[src/rtl/reg_mailbox_pkg.sv]
// Shared types for the register mailbox: status word layout and level-width helper.
// Status struct is sized for the default depth; the top derives its own width from DEPTH.
package reg_mailbox_pkg;

   function automatic int lw_of(input int depth);
      return $clog2(depth + 1);
   endfunction

   localparam int MBOX_DEPTH_DEF = 4;
   localparam int MBOX_LW_DEF    = lw_of(MBOX_DEPTH_DEF);

   typedef struct packed {
      logic [MBOX_LW_DEF-1:0] rx_lvl;
      logic [MBOX_LW_DEF-1:0] tx_lvl;
      logic                   rx_udf;
      logic                   tx_ovf;
      logic                   rx_empty;
      logic                   tx_full;
   } mbox_status_t;

endpackage

[src/rtl/reg_mailbox_fifo_sync.sv]
// Single-clock FIFO with wrap-bit pointers; head is read combinationally (zero latency),
// push is ignored when full and pop is ignored when empty, both judged on pre-edge state.
module reg_mailbox_fifo_sync
   import reg_mailbox_pkg::*;
#(
   parameter int DW    = 32,
   parameter int DEPTH = 4,
   localparam int LW   = lw_of(DEPTH),
   localparam int AW   = $clog2(DEPTH)
) (
   input  logic          clk,
   input  logic          rst,
   input  logic          push,
   input  logic [DW-1:0] push_data,
   input  logic          pop,
   output logic          full,
   output logic          empty,
   output logic [LW-1:0] level,
   output logic [DW-1:0] head
);

   logic [LW-1:0] wptr;
   logic [LW-1:0] rptr;
   logic [DW-1:0] mem [DEPTH];
   logic          do_push;
   logic          do_pop;

   // Full when the pointers index the same slot but sit on different laps.
   assign empty   = (wptr == rptr);
   assign full    = (wptr[LW-1] != rptr[LW-1]) && (wptr[AW-1:0] == rptr[AW-1:0]);
   assign level   = wptr - rptr;
   assign head    = mem[rptr[AW-1:0]];
   assign do_push = push & ~full;
   assign do_pop  = pop & ~empty;

   always_ff @(posedge clk or posedge rst) begin
      if (rst) begin
         wptr <= '0;
         rptr <= '0;
      end else begin
         if (do_push) wptr <= wptr + 1'b1;
         if (do_pop)  rptr <= rptr + 1'b1;
      end
   end

   always_ff @(posedge clk) begin
      if (do_push) mem[wptr[AW-1:0]] <= push_data;
   end

endmodule

[src/rtl/reg_mailbox_fifo.sv]
// hwext mailbox: SW writes feed a TX FIFO drained by HW, HW fills an RX FIFO popped by SW reads.
// Sticky overflow/underflow flags; optional level irq_o when REG_MAILBOX_IRQ_EN is defined.
module reg_mailbox_fifo
   import reg_mailbox_pkg::*;
#(
   parameter int DW    = 32,
   parameter int DEPTH = 4,
   localparam int LW   = lw_of(DEPTH)
) (
   input  logic            clk_i,
   input  logic            rst_i,
   input  logic            reg_we_i,
   input  logic [DW-1:0]   reg_wdata_i,
   input  logic            reg_re_i,
   output logic [DW-1:0]   reg_rdata_o,
   input  logic            err_clr_i,
   output logic [2*LW+3:0] status_o,
   output logic            tx_valid_o,
   output logic [DW-1:0]   tx_data_o,
   input  logic            tx_ready_i,
   input  logic            rx_valid_i,
   input  logic [DW-1:0]   rx_data_i,
   output logic            rx_ready_o
`ifdef REG_MAILBOX_IRQ_EN
   ,
   output logic            irq_o
`endif
);

   logic          tx_full, tx_empty;
   logic          rx_full, rx_empty;
   logic [LW-1:0] tx_lvl, rx_lvl;
   logic [DW-1:0] rx_head;
   logic          tx_ovf, rx_udf;

   reg_mailbox_fifo_sync #(.DW(DW), .DEPTH(DEPTH)) u_tx (
      .clk       (clk_i),
      .rst       (rst_i),
      .push      (reg_we_i),
      .push_data (reg_wdata_i),
      .pop       (tx_ready_i),
      .full      (tx_full),
      .empty     (tx_empty),
      .level     (tx_lvl),
      .head      (tx_data_o)
   );

   reg_mailbox_fifo_sync #(.DW(DW), .DEPTH(DEPTH)) u_rx (
      .clk       (clk_i),
      .rst       (rst_i),
      .push      (rx_valid_i),
      .push_data (rx_data_i),
      .pop       (reg_re_i),
      .full      (rx_full),
      .empty     (rx_empty),
      .level     (rx_lvl),
      .head      (rx_head)
   );

   assign tx_valid_o  = ~tx_empty;
   assign rx_ready_o  = ~rx_full;
   assign reg_rdata_o = rx_empty ? '0 : rx_head;
   assign status_o    = {rx_lvl, tx_lvl, rx_udf, tx_ovf, rx_empty, tx_full};

   // A new error in the same cycle as a clear keeps the flag set.
   always_ff @(posedge clk_i or posedge rst_i) begin
      if (rst_i) begin
         tx_ovf <= 1'b0;
         rx_udf <= 1'b0;
      end else begin
         if (reg_we_i & tx_full)  tx_ovf <= 1'b1;
         else if (err_clr_i)      tx_ovf <= 1'b0;
         if (reg_re_i & rx_empty) rx_udf <= 1'b1;
         else if (err_clr_i)      rx_udf <= 1'b0;
      end
   end

`ifdef REG_MAILBOX_IRQ_EN
   always_ff @(posedge clk_i or posedge rst_i) begin
      if (rst_i) irq_o <= 1'b0;
      else       irq_o <= ~rx_empty | tx_ovf | rx_udf;
   end
`endif

endmodule

[config.mk]
export PLATFORM = sky130hd
export DESIGN_NAME = reg_mailbox_fifo
export DESIGN_NICKNAME = d
export VERILOG_FILES = /design/src/rtl/reg_mailbox_pkg.sv /design/src/rtl/reg_mailbox_fifo_sync.sv /design/src/rtl/reg_mailbox_fifo.sv
export SDC_FILE = /design/constraint.sdc
export NUM_CORES = 1
export LEC_CHECK = 0
export ABC_AREA = 1
export ABC_CLOCK_PERIOD_IN_PS = 3110
export CAP_MARGIN = 25
export CORE_ASPECT_RATIO = 1.2
export CORE_MARGIN = 2
export CORE_UTILIZATION = 49
export CTS_CLUSTER_SIZE = 8
export DETAILED_ROUTE_END_ITERATION = 8
export PLACE_DENSITY = 0.75
export SYNTH_ARGS = -nofsm -noshare
export SYNTH_HDL_FRONTEND = slang
export SYNTH_HIERARCHICAL = 1
export SYNTH_SLANG_ARGS = --single-unit
[constraint.sdc]
create_clock -name clk_i -period 3.11 [get_ports clk_i]
set_clock_uncertainty 0.1 [all_clocks]
set_input_delay 0.622 -clock clk_i [delete_from_list [all_inputs] [get_ports clk_i]]
set_output_delay 0.622 -clock clk_i [all_outputs]
set_load 0.01 [all_outputs]
==> results of run 1 <==
[report_power, final]
group / internal (mW) / switching, mW / leakage (nW)
Clock: 2.31 / 1.36 / 0.520
Combinational: 2.55 / 3.51 / 2.09
Sequential: 4.88 / 0.234 / 2.52
Total: 9.74 / 5.10 / 5.13
[layer usage]
metal | up-vias | share of wire | global-route usage
met5 | - | 0 | 0
met1 | 3292 | 0.39 | 0.218
met3 | 44 | 0.073 | 0.0420
li1 | 3294 | - | -
met4 | 0 | 0.022 | 0.0665
met2 | 231 | 0.51 | 0.332
[cells in the mapped netlist, drive strengths merged]
master  instances  area share
o22ai          64       0.037
inv            68       0.024
xnor2           2      0.0016
buf            34       0.027
nand2          50       0.017
fa              2      0.0037
edfxtp        256        0.71
nand3          16      0.0083
dfrtp          14       0.032
o21ai         128       0.059
xor2            2      0.0016
clkinv          2     0.00092
clkbuf         14      0.0048
ha             14       0.016
nor2          166       0.058
[path summary, 6_finish.rpt]
kind | from | cells after the start | end
setup / recovery | u_tx/rptr[0] | 5 | tx_data_o[31]
hold / removal | rst_i | 2 | rx_udf
setup reg to reg | u_rx/wptr[1] | 7 | u_rx/mem[1][14]
hold reg to reg | tx_ovf | 2 | tx_ovf
max in group asynchronous | rst_i | 2 | u_rx/rptr[0]
min in group clk_i | tx_ovf | 2 | tx_ovf
[logic make-up (layout without fill, tap and decap cells)]
group,after synthesis,after routing,share of synthesized area
flops,270,270,0.741
simple gates,232,232,0.0835
compound gates,192,192,0.0960
buf+inv,118,302,0.0563
fa+ha+maj,16,16,0.0198
xor+xnor,4,4,0.00323
other cells,0,1,0
[what timing repair did]
item | in CTS | in global routing
setup endpoints to repair | 34 | 10
buffers inserted | 4 | 0
pin swaps | 0 | 0
resized for setup | 36 | 8
gates cloned | 0 | 1
[sequential cells by signal (all words and copies together), names as in the netlist]
name       cells
u_rx/wptr      3
u_tx/mem     128
u_rx/rptr      3
tx_ovf         1
u_tx/rptr      3
rx_udf         1
u_rx/mem     128
u_tx/wptr      3
[placed cells by master (no fill, tap or decap), types with 3 or more instances in the layout]
cell,count
o21ai_0,82
dlygate4sd2_1,32
nand2_1,50
edfxtp_1,256
nor2_4,6
nand3_1,12
nor2_1,158
dfrtp_1,11
buf_4,21
nand3_2,4
o22ai_1,64
dfrtp_2,3
clkbuf_16,41
inv_2,8
inv_1,59
clkbuf_1,13
clkdlybuf4s50_1,111
dlymetal6s2s_1,3
o21ai_1,46
ha_1,14
buf_12,7
[final cells by class]
cell class | count | area [sq um]
flip-flops and latches | 270 | 8040
fillers | 1558 | 7950
multi-input cells | 444 | 2250
repair buffers | 177 | 1770
clock buffers | 53 | 1050
well taps | 274 | 343
inverters | 70 | 268
clock inverters | 2 | 25.0
diodes | 1 | 2.50
[per-stage QoR]
step           setup slack [ps]  setup TNS (ps)  cell area (sq um)
5_1_grt                   0.257               0              13800
3_3_place_gp                359               0              12600
4_1_cts                   0.728               0              13700
2_1_floorplan             -50.9           -9120              10800
3_5_place_dp                314               0              12600
6_report                    109               0              13800
==> Implementation_results.wiki, run 1 <==
{| class="wikitable"
! Metric !! Value
|-
| TritonCTS clock tree || yes
|-
| Horizontal die dimension || 140 microns
|-
| DR vias/cell || roughly 5.3
|-
| Worst hold path class || input port to async pin
|-
| Required time of the critical path || 2390 ps
|-
| Post-synthesis average cell area || roughly 13 sq um
|-
| Worst setup SP type || flip-flop
|-
| Max stage delay cell, worst path || clkdlybuf4s50_1
|-
| Number of distinct library cells after synthesis || 21
|-
| GRT Total Usage || 0.185
|-
| Status || complete, no violations
|-
| Number of buffers on the longest clock path || 3
|-
| Number of pins exceeding their max-slew limit in the final report || 0
|-
| Share of synthesized area occupied by flip-flops and latches || 0.741
|-
| Tcrit/Tclk final || 0.965
|-
| Cell count after synthesis || 832
|-
| Slowest cell delay on critical path || 600 ps
|-
| Initial antenna violation count || 1
|-
| Worst hold slack across all endpoints || 278 ps
|-
| Worst path cell trace || inv_2 > buf_12 > nor2_1 > o22ai_1 > clkdlybuf4s50_1
|-
| Num CTS Buffers || 39
|-
| First-pass GRT wire length || 34.3 mm
|-
| Leakage power summed over all cells || slightly above 5 nW
|-
| Peak ir drop on the vdd network || 0.000888 V
|-
| Max transition margin || 0.669
|-
| Routed vias || 6,861
|-
| Fmax achieved || 0.333 GHz
|-
| Arrival time worst endpoint || 2280 ps
|-
| Maximum number of pins on one net before global-route repair || 62
|-
| Clock sinks || 270
|-
| Skew-Pair Late Insertion Delay || 500 ps
|-
| Synthesized netlist net count || 919
|-
| Reg-to-reg slack, setup || roughly 790 ps
|-
| Kind of cell adding the most delay to the critical path || buffers and inverters
|-
| #FFs+latches synth || 270
|-
| RSZ-0062 raised after global routing || false
|-
| Slew at the pin closest to its max-slew limit || around 500 ps
|-
| Area of the core region || 21,700 sq um
|-
| Global-route congestion overflow total || 0
|-
| Category of the critical setup timing path || flip-flop to primary output
|-
| Initial cell density of the core || 0.500
|-
| Root buffer cell || clkbuf_16
|-
| Maxcap violations || 0
|-
| Maximum level of the CTS H-tree || 2
|-
| Port Buffer Count || around 150
|-
| Vias in the first global route || 6,991
|-
| Final #Nets || 1,089
|-
| Final weighted congestion in routability-driven placement || around 0.8
|-
| Share of the core filled with cells in the final layout || 0.634
|-
| Final routed wirelength across all metal layers || 21.7 mm
|-
| Total die area || 23,300 sq um
|-
| Wire per inst || between 15 and 20 microns
|-
| Starting DRT DRC Count || 401
|-
| Worst Path Buf+Inv || 3
|-
| Cell area after synthesis || 10,800 sq um
|-
| Endpoints failing setup || 0
|-
| Overall power || 14.8 mW
|-
| Hold-fix buffers, CTS || 0
|-
| CTS clk-pin slew, worst paths || 50 ps
|-
| # DRC || 0
|-
| Dpl cells || 1,230
|-
| Power density relative to cell area || 1080 nW/um^2
|-
| Non-filler instance count after layout || 1,291
|-
| Number of ports placed on the die boundary || 147
|-
| DRT antenna net count || 0
|-
| Die height || 167 microns
|-
| Fraction of layout instances using a drive strength above 1 || 0.0974
|-
| Time the worst path needs with I/O delays and setup || 3000 ps
|-
| Worst-path fanout max || 31
|-
| Placed wire-length estimate || about 13 mm
|-
| Layout overhead on the synthesized area || 26.8%
|-
| Synthesis Warnings || 6
|-
| Drt first pass iters || 5
|-
| Worst setup EP type || primary output
|-
| Site Rows || 59
|-
| Number of hold violations in the final report || 0
|}
No activity file was read; power rests on OpenSTA's default activity.
==> run 2, diff against run 1 <==
- CORE_ASPECT_RATIO: 1.2 -> unset
==> run 2 against run 1 <==
Against the previous run:
- routed wire length is 7.1% higher
- non-clock buffer count up 3
- via count grew 0.36%
==> Implementation_results.wiki, run 2 (synthesized netlist as in run 1, its figures left out) <==
{| class="wikitable"
! Metric !! Value
|-
| Tcrit/Tclk final || 0.974
|-
| Kind of cell adding the most delay to the critical path || buffers and inverters
|-
| Fmax achieved || 0.330 GHz
|-
| GRT Total Usage || 0.197
|-
| Sequential cell area || 8040 sq um
|-
| Net switching fraction of the power || 0.348
|-
| Clock sinks || 270
|-
| First-pass GRT wire length || approximately 36 mm
|-
| Starting DRT DRC Count || 512
|-
| Number of ports placed on the die boundary || ~150
|-
| Total die area || 23,300 sq um
|-
| Site Rows || 54
|-
| Layout overhead on the synthesized area || 27.8%
|-
| Number of pins exceeding their max-slew limit in the final report || 0
|-
| Number of filler instances in the final layout || 1,575
|-
| Port Buffer Count || 146
|-
| Placed wire-length estimate || 14.0 mm
|-
| Vias in the first global route || approximately 7,000
|-
| Required time of the critical path || 2390 ps
|-
| Dpl cells || 1,238
|-
| Number of hold violations in the final report || 0
|-
| Non-filler instance count after layout || 1,320
|-
| Setup slack after layout || 81.6 ps
|-
| Multi-input logic area || 2240 sq um
|-
| DRT antenna net count || 0
|-
| Worst setup EP type || primary output
|-
| Slew at the pin closest to its max-slew limit || 524 ps
|-
| Max stage delay cell, worst path || clkdlybuf4s50_1
|-
| DR vias/cell || 5.22
|-
| Hold-fix buffers, CTS || 0
|-
| Global-route congestion overflow total || 0
|-
| Initial cell density of the core || 0.499
|-
| Final standard cell area without fillers || 13,900 sq um
|-
| Maxcap violations || 0
|-
| Category of the critical setup timing path || flip-flop to primary output
|-
| Worst-case setup slack after placement || 188 ps
|-
| Status || complete, no violations
|-
| Worst hold path class || input port to async pin
|-
| Final weighted congestion in routability-driven placement || 0.787
|-
| TritonCTS clock tree || yes
|-
| Max transition margin || 0.650
|-
| Wire per inst || approximately 18 microns
|-
| Peak ir drop on the vdd network || 0.000669 V
|-
| Worst-path fanout max || 26
|-
| Final #Nets || approximately 1,100
|-
| Maximum level of the CTS H-tree || 2
|-
| Post-Place Cell Area || 12,600 sq um
|-
| Leakage power summed over all cells || about 5.2 nW
|-
| Fraction of power consumed by the clock network || 0.257
|-
| Final TNS setup || 0 ps
|-
| Drt first pass iters || 5
|-
| Routed vias || 6,886
|-
| CTS clk-pin slew, worst paths || ~50 ps
|-
| Horizontal die dimension || 153 microns
|-
| Slowest cell delay on critical path || approximately 600 ps
|-
| Overall power || between 15 and 20 mW
|-
| Area of the core region || 21,800 sq um
|-
| Initial antenna violation count || 2
|-
| Die height || 153 microns
|-
| Power density relative to cell area || 1090 nW/um^2
|-
| Final routed wirelength across all metal layers || approximately 23 mm
|-
| Num CTS Buffers || 40
|-
| Root buffer cell || clkbuf_16
|-
| Number of buffers on the longest clock path || 3
|-
| Worst setup SP type || flip-flop
|-
| Worst Path Buf+Inv || 3
|-
| Combinational share of power || 0.405
|-
| Internal power component || 9.88 mW
|-
| Maximum number of pins on one net before global-route repair || 55
|-
| Time the worst path needs with I/O delays and setup || 3030 ps
|-
| Worst path cell trace || inv_4 > buf_12 > nor2_1 > o22ai_1 > clkdlybuf4s50_1
|-
| Switching power total || 5.28 mW
|-
| Most common cell after layout, fill and taps aside || edfxtp_1
|-
| Fraction of layout instances using a drive strength above 1 || 0.103
|-
| Skew-Pair Late Insertion Delay || 510 ps
|-
| Share of the core filled with cells in the final layout || 0.637
|-
| Endpoints failing setup || 0
|-
| Commonest cells after routing, fill and taps aside || 256 x edfxtp_1, 156 x nor2_1, 110 x clkdlybuf4s50_1
|-
| Power share of the sequential group || 0.338
|-
| Worst hold slack across all endpoints || 337 ps
|-
| Arrival time worst endpoint || 2310 ps
|-
| # DRC || 0
|}
-- run 2: changes by cell type in the layout (fill, tap and decap cells not counted), moves of 2 or more --
cell and change:
nor2_1 -2, buf_6 +4, clkbuf_1 +15, clkbuf_8 +2, diode_2 +2, nor2_2 +5, clkinv_4 +2, nor2_4 -3
-- run 2: power by group through the flow --
stage	clock, mW	sequential, mW	combinational (mW)
after floorplan	0	5.16	3.52
after global placement	0	5.15	6.22
after detailed placement	0	5.19	6.31
after CTS	3.97	5.12	6.10
after global routing	4.15	5.19	6.76
final	3.90	5.13	6.14
-- run 2: routing by layer --
| metal | vias up | part of all wire | GRT usage |
|---|---|---|---|
| met5 | - | 0 | 0 |
| met4 | 0 | 0.016 | 0.0511 |
| met3 | 29 | 0.080 | 0.0512 |
| met2 | 252 | 0.50 | 0.335 |
| met1 | 3279 | 0.40 | 0.253 |
| li1 | 3326 | - | - |
-- run 2: area by class of cell --
class,count,area share
inverter,70,0.0197
sequential,270,0.580
antenna,3,0.000542
timing repair buffer,180,0.128
tap,280,0.0253
clock inverter,3,0.00244
multi-input combinational,444,0.162
clock buffer,70,0.0818
-- run 2: what timing repair did --
| action | in CTS | in global routing |
|---|---|---|
| pin swaps | 0 | 0 |
| endpoints found under the setup margin | 42 | 25 |
| resized for setup | 44 | 16 |
| hold endpoints to repair | 0 | 0 |
| buffers inserted | 2 | 4 |
-- run 2: path summary, 6_finish.rpt --
| kind | slack [ps] | depth (start not counted) | endpoint | start |
|---|---|---|---|---|
| setup / recovery | 80 | 5 | tx_data_o[31] | u_tx/rptr[0] |
| hold / removal | 340 | 2 | rx_udf | rst_i |
| setup reg to reg | 810 | 7 | u_tx/mem[1][7] | u_tx/rptr[0] |
| hold reg to reg | 370 | 2 | tx_ovf | tx_ovf |
| max in group asynchronous | 2270 | 2 | u_tx/rptr[0] | rst_i |
| min in group clk_i | 370 | 2 | tx_ovf | tx_ovf |
-- run 2: worst register-to-register path: stages, from the launching register on --
cell and delay [ps]:
dfrtp_2 490, ha_1 330, nand2_1 100, clkinv_2 60, nand3_2 100, nand2_1 170
nor2_2 120, buf_4 430
==> run 3, diff against run 2 <==
- CORE_MARGIN: 2 -> unset
- CTS_CLUSTER_SIZE: 8 -> unset
- PLACE_DENSITY: 0.75 -> unset
- PLACE_DENSITY_LB_ADDON: unset -> 0.12
==> run 3 against run 2 <==
Against the previous run:
- die area decreased by 2.6%
- via count is 1.7% lower
- register-to-register slack barely moved
- non-clock buffer count is 7 lower
- critical path depth is the same
- worst setup slack better by 52 ps
- routed wire length decreased by 5.5%
==> Implementation_results.wiki, run 3 (synthesized netlist as in run 1, its figures left out) <==
{| class="wikitable"
! Metric !! Value
|-
| Status || complete, no violations
|-
| First-pass GRT wire length || 33.5 mm
|-
| Final standard cell area without fillers || 13,600 sq um
|-
| Fmax achieved || 0.336 GHz
|-
| Root buffer cell || clkbuf_16
|-
| Port Buffer Count || 146
|-
| Commonest cells after routing, fill and taps aside || 256 x edfxtp_1, 158 x nor2_1, 111 x clkdlybuf4s50_1
|-
| Vias in the first global route || 6,337
|-
| Worst setup SP type || flip-flop
|-
| Wire per inst || 17.0 microns
|-
| Slew at the pin closest to its max-slew limit || 521 ps
|-
| Peak ir drop on the vdd network || ~0.00063 V
|-
| Routed vias || 6,769
|-
| Inserted Diodes || 0
|-
| Power density relative to cell area || 1060 nW/um^2
|-
| Most common cell after layout, fill and taps aside || edfxtp_1
|-
| Worst Path Buf+Inv || 3
|-
| Required time of the critical path || 2390 ps
|-
| Worst-path fanout max || 30
|-
| Switching power total || 5.04 mW
|-
| Maximum level of the CTS H-tree || 1
|-
| CTS clk-pin slew, worst paths || 60 ps
|-
| Die height || 151 microns
|-
| Worst path cell trace || inv_2 > buf_6 > nor2_1 > o22ai_1 > clkdlybuf4s50_1
|-
| Time the worst path needs with I/O delays and setup || 2980 ps
|-
| Arrival time worst endpoint || around 2300 ps
|-
| Fraction of layout instances using a drive strength above 1 || 0.0932
|-
| Starting DRT DRC Count || 370
|-
| Layout overhead on the synthesized area || 25.0%
|-
| Area of the core region || 21,800 sq um
|-
| Horizontal die dimension || 151 microns
|-
| Combinational share of power || 0.422
|-
| Hold-fix buffers, CTS || 0
|-
| Total die area || 22,700 sq um
|-
| Leakage power summed over all cells || approximately 5 nW
|-
| Category of the critical setup timing path || flip-flop to primary output
|-
| Power share of the sequential group || 0.353
|-
| Number of ports placed on the die boundary || roughly 150
|-
| Drt first pass iters || 6
|-
| Maxcap violations || 0
|-
| Clock sinks || 270
|-
| Max transition margin || 0.653
|-
| Initial cell density of the core || 0.499
|-
| Site Rows || 54
|-
| DRT antenna net count || 0
|-
| Net switching fraction of the power || 0.349
|-
| Worst hold slack across all endpoints || about 230 ps
|-
| Number of pins exceeding their max-slew limit in the final report || 0
|-
| Tcrit/Tclk final || 0.957
|-
| Final weighted congestion in routability-driven placement || 0.756
|-
| Number of hold violations in the final report || 0
|-
| Fraction of power consumed by the clock network || 0.225
|-
| Kind of cell adding the most delay to the critical path || buffers and inverters
|-
| Worst hold path class || input port to async pin
|-
| Maximum number of pins on one net before global-route repair || 51
|-
| Endpoints failing setup || 0
|-
| Global-route congestion overflow total || 0
|-
| Worst setup EP type || primary output
|-
| Non-filler instance count after layout || about 1,300
|-
| Dpl cells || 1,234
|-
| Placed wire-length estimate || between 10 and 15 mm
|-
| Num CTS Buffers || 28
|-
| Final #Nets || 1,074
|-
| Internal power component || roughly 9.4 mW
|-
| GRT Total Usage || 0.193
|-
| Initial antenna violation count || 0
|-
| TritonCTS clock tree || yes
|-
| Post-Place Cell Area || 12,600 sq um
|-
| # DRC || 0
|-
| Max stage delay cell, worst path || clkdlybuf4s50_1
|-
| Final routed wirelength across all metal layers || 22.0 mm
|-
| DR vias/cell || 5.25
|-
| Number of buffers on the longest clock path || 3
|-
| Skew-Pair Late Insertion Delay || approximately 530 ps
|-
| Slowest cell delay on critical path || 590 ps
|-
| RSZ-0062 raised after global routing || false
|}
run 3: cell count changes in the layout (fill, tap and decap cells not counted), sizes merged:
cell and delta:
buf -8, bufbuf +1, bufinv +2, clkbuf -32, clkdlybuf4s15 -1, clkdlybuf4s50 +1
clkinv +7, clkinvlp +2, diode -3, dlygate4sd2 +1, dlymetal6s2s -1
run 3: through the flow:
stage,TNS [ps],total power [mW],utilization,setup slack [ps]
floorplan,-9120,8.68,-,-50.9
global placement,0,11.4,0.579,374
detailed placement,0,11.5,0.579,275
CTS,0,14.6,0.622,35.1
global route,0,15.4,0.623,24.4
finish,0,14.4,0.623,134
run 3: final timing paths:
kind | from | to | slack, ps | cells after the start
hold / removal | rst_i | tx_ovf | 230 | 2
max in group asynchronous | rst_i | u_rx/rptr[0] | 2370 | 2
hold reg to reg | rx_udf | rx_udf | 370 | 2
setup / recovery | u_tx/rptr[0] | tx_data_o[16] | 130 | 5
min in group clk_i | rx_udf | rx_udf | 370 | 2
setup reg to reg | u_tx/wptr[0] | u_tx/mem[2][4] | 810 | 8
run 3: metal layers:
metal	wire length, microns	part of all wire	global-route usage
met1	9610	0.44	0.270
met2	10700	0.49	0.314
met3	1370	0.062	0.0364
met4	315	0.014	0.0440
met5	0	0	0
run 3: repair_timing:
action                                  CTS  global route
resized for setup                        39             8
gates cloned                              1             0
pin swaps                                 0             0
endpoints found under the setup margin   40            22
buffers inserted                          2             0
run 3: cell type report:
| class | count | area [sq um] |
|---|---|---|
| Clock buffer | 38 | 800 |
| Clock inverter | 14 | 119 |
| Fill cell | 1715 | 8200 |
| Inverter | 70 | 270 |
| Multi-Input combinational cell | 444 | 2230 |
| Sequential cell | 270 | 8040 |
| Tap cell | 280 | 350 |
| Timing Repair Buffer | 173 | 1750 |
run 3: power groups by stage:
stage                     Combinational (mW)  Clock, mW  Sequential [mW]
final                                   6.09       3.25             5.10
after global routing                    6.75       3.45             5.16
after CTS                               6.16       3.32             5.10
after detailed placement                6.29          0             5.18
after global placement                  6.24          0             5.16
after floorplan                         3.52          0             5.16
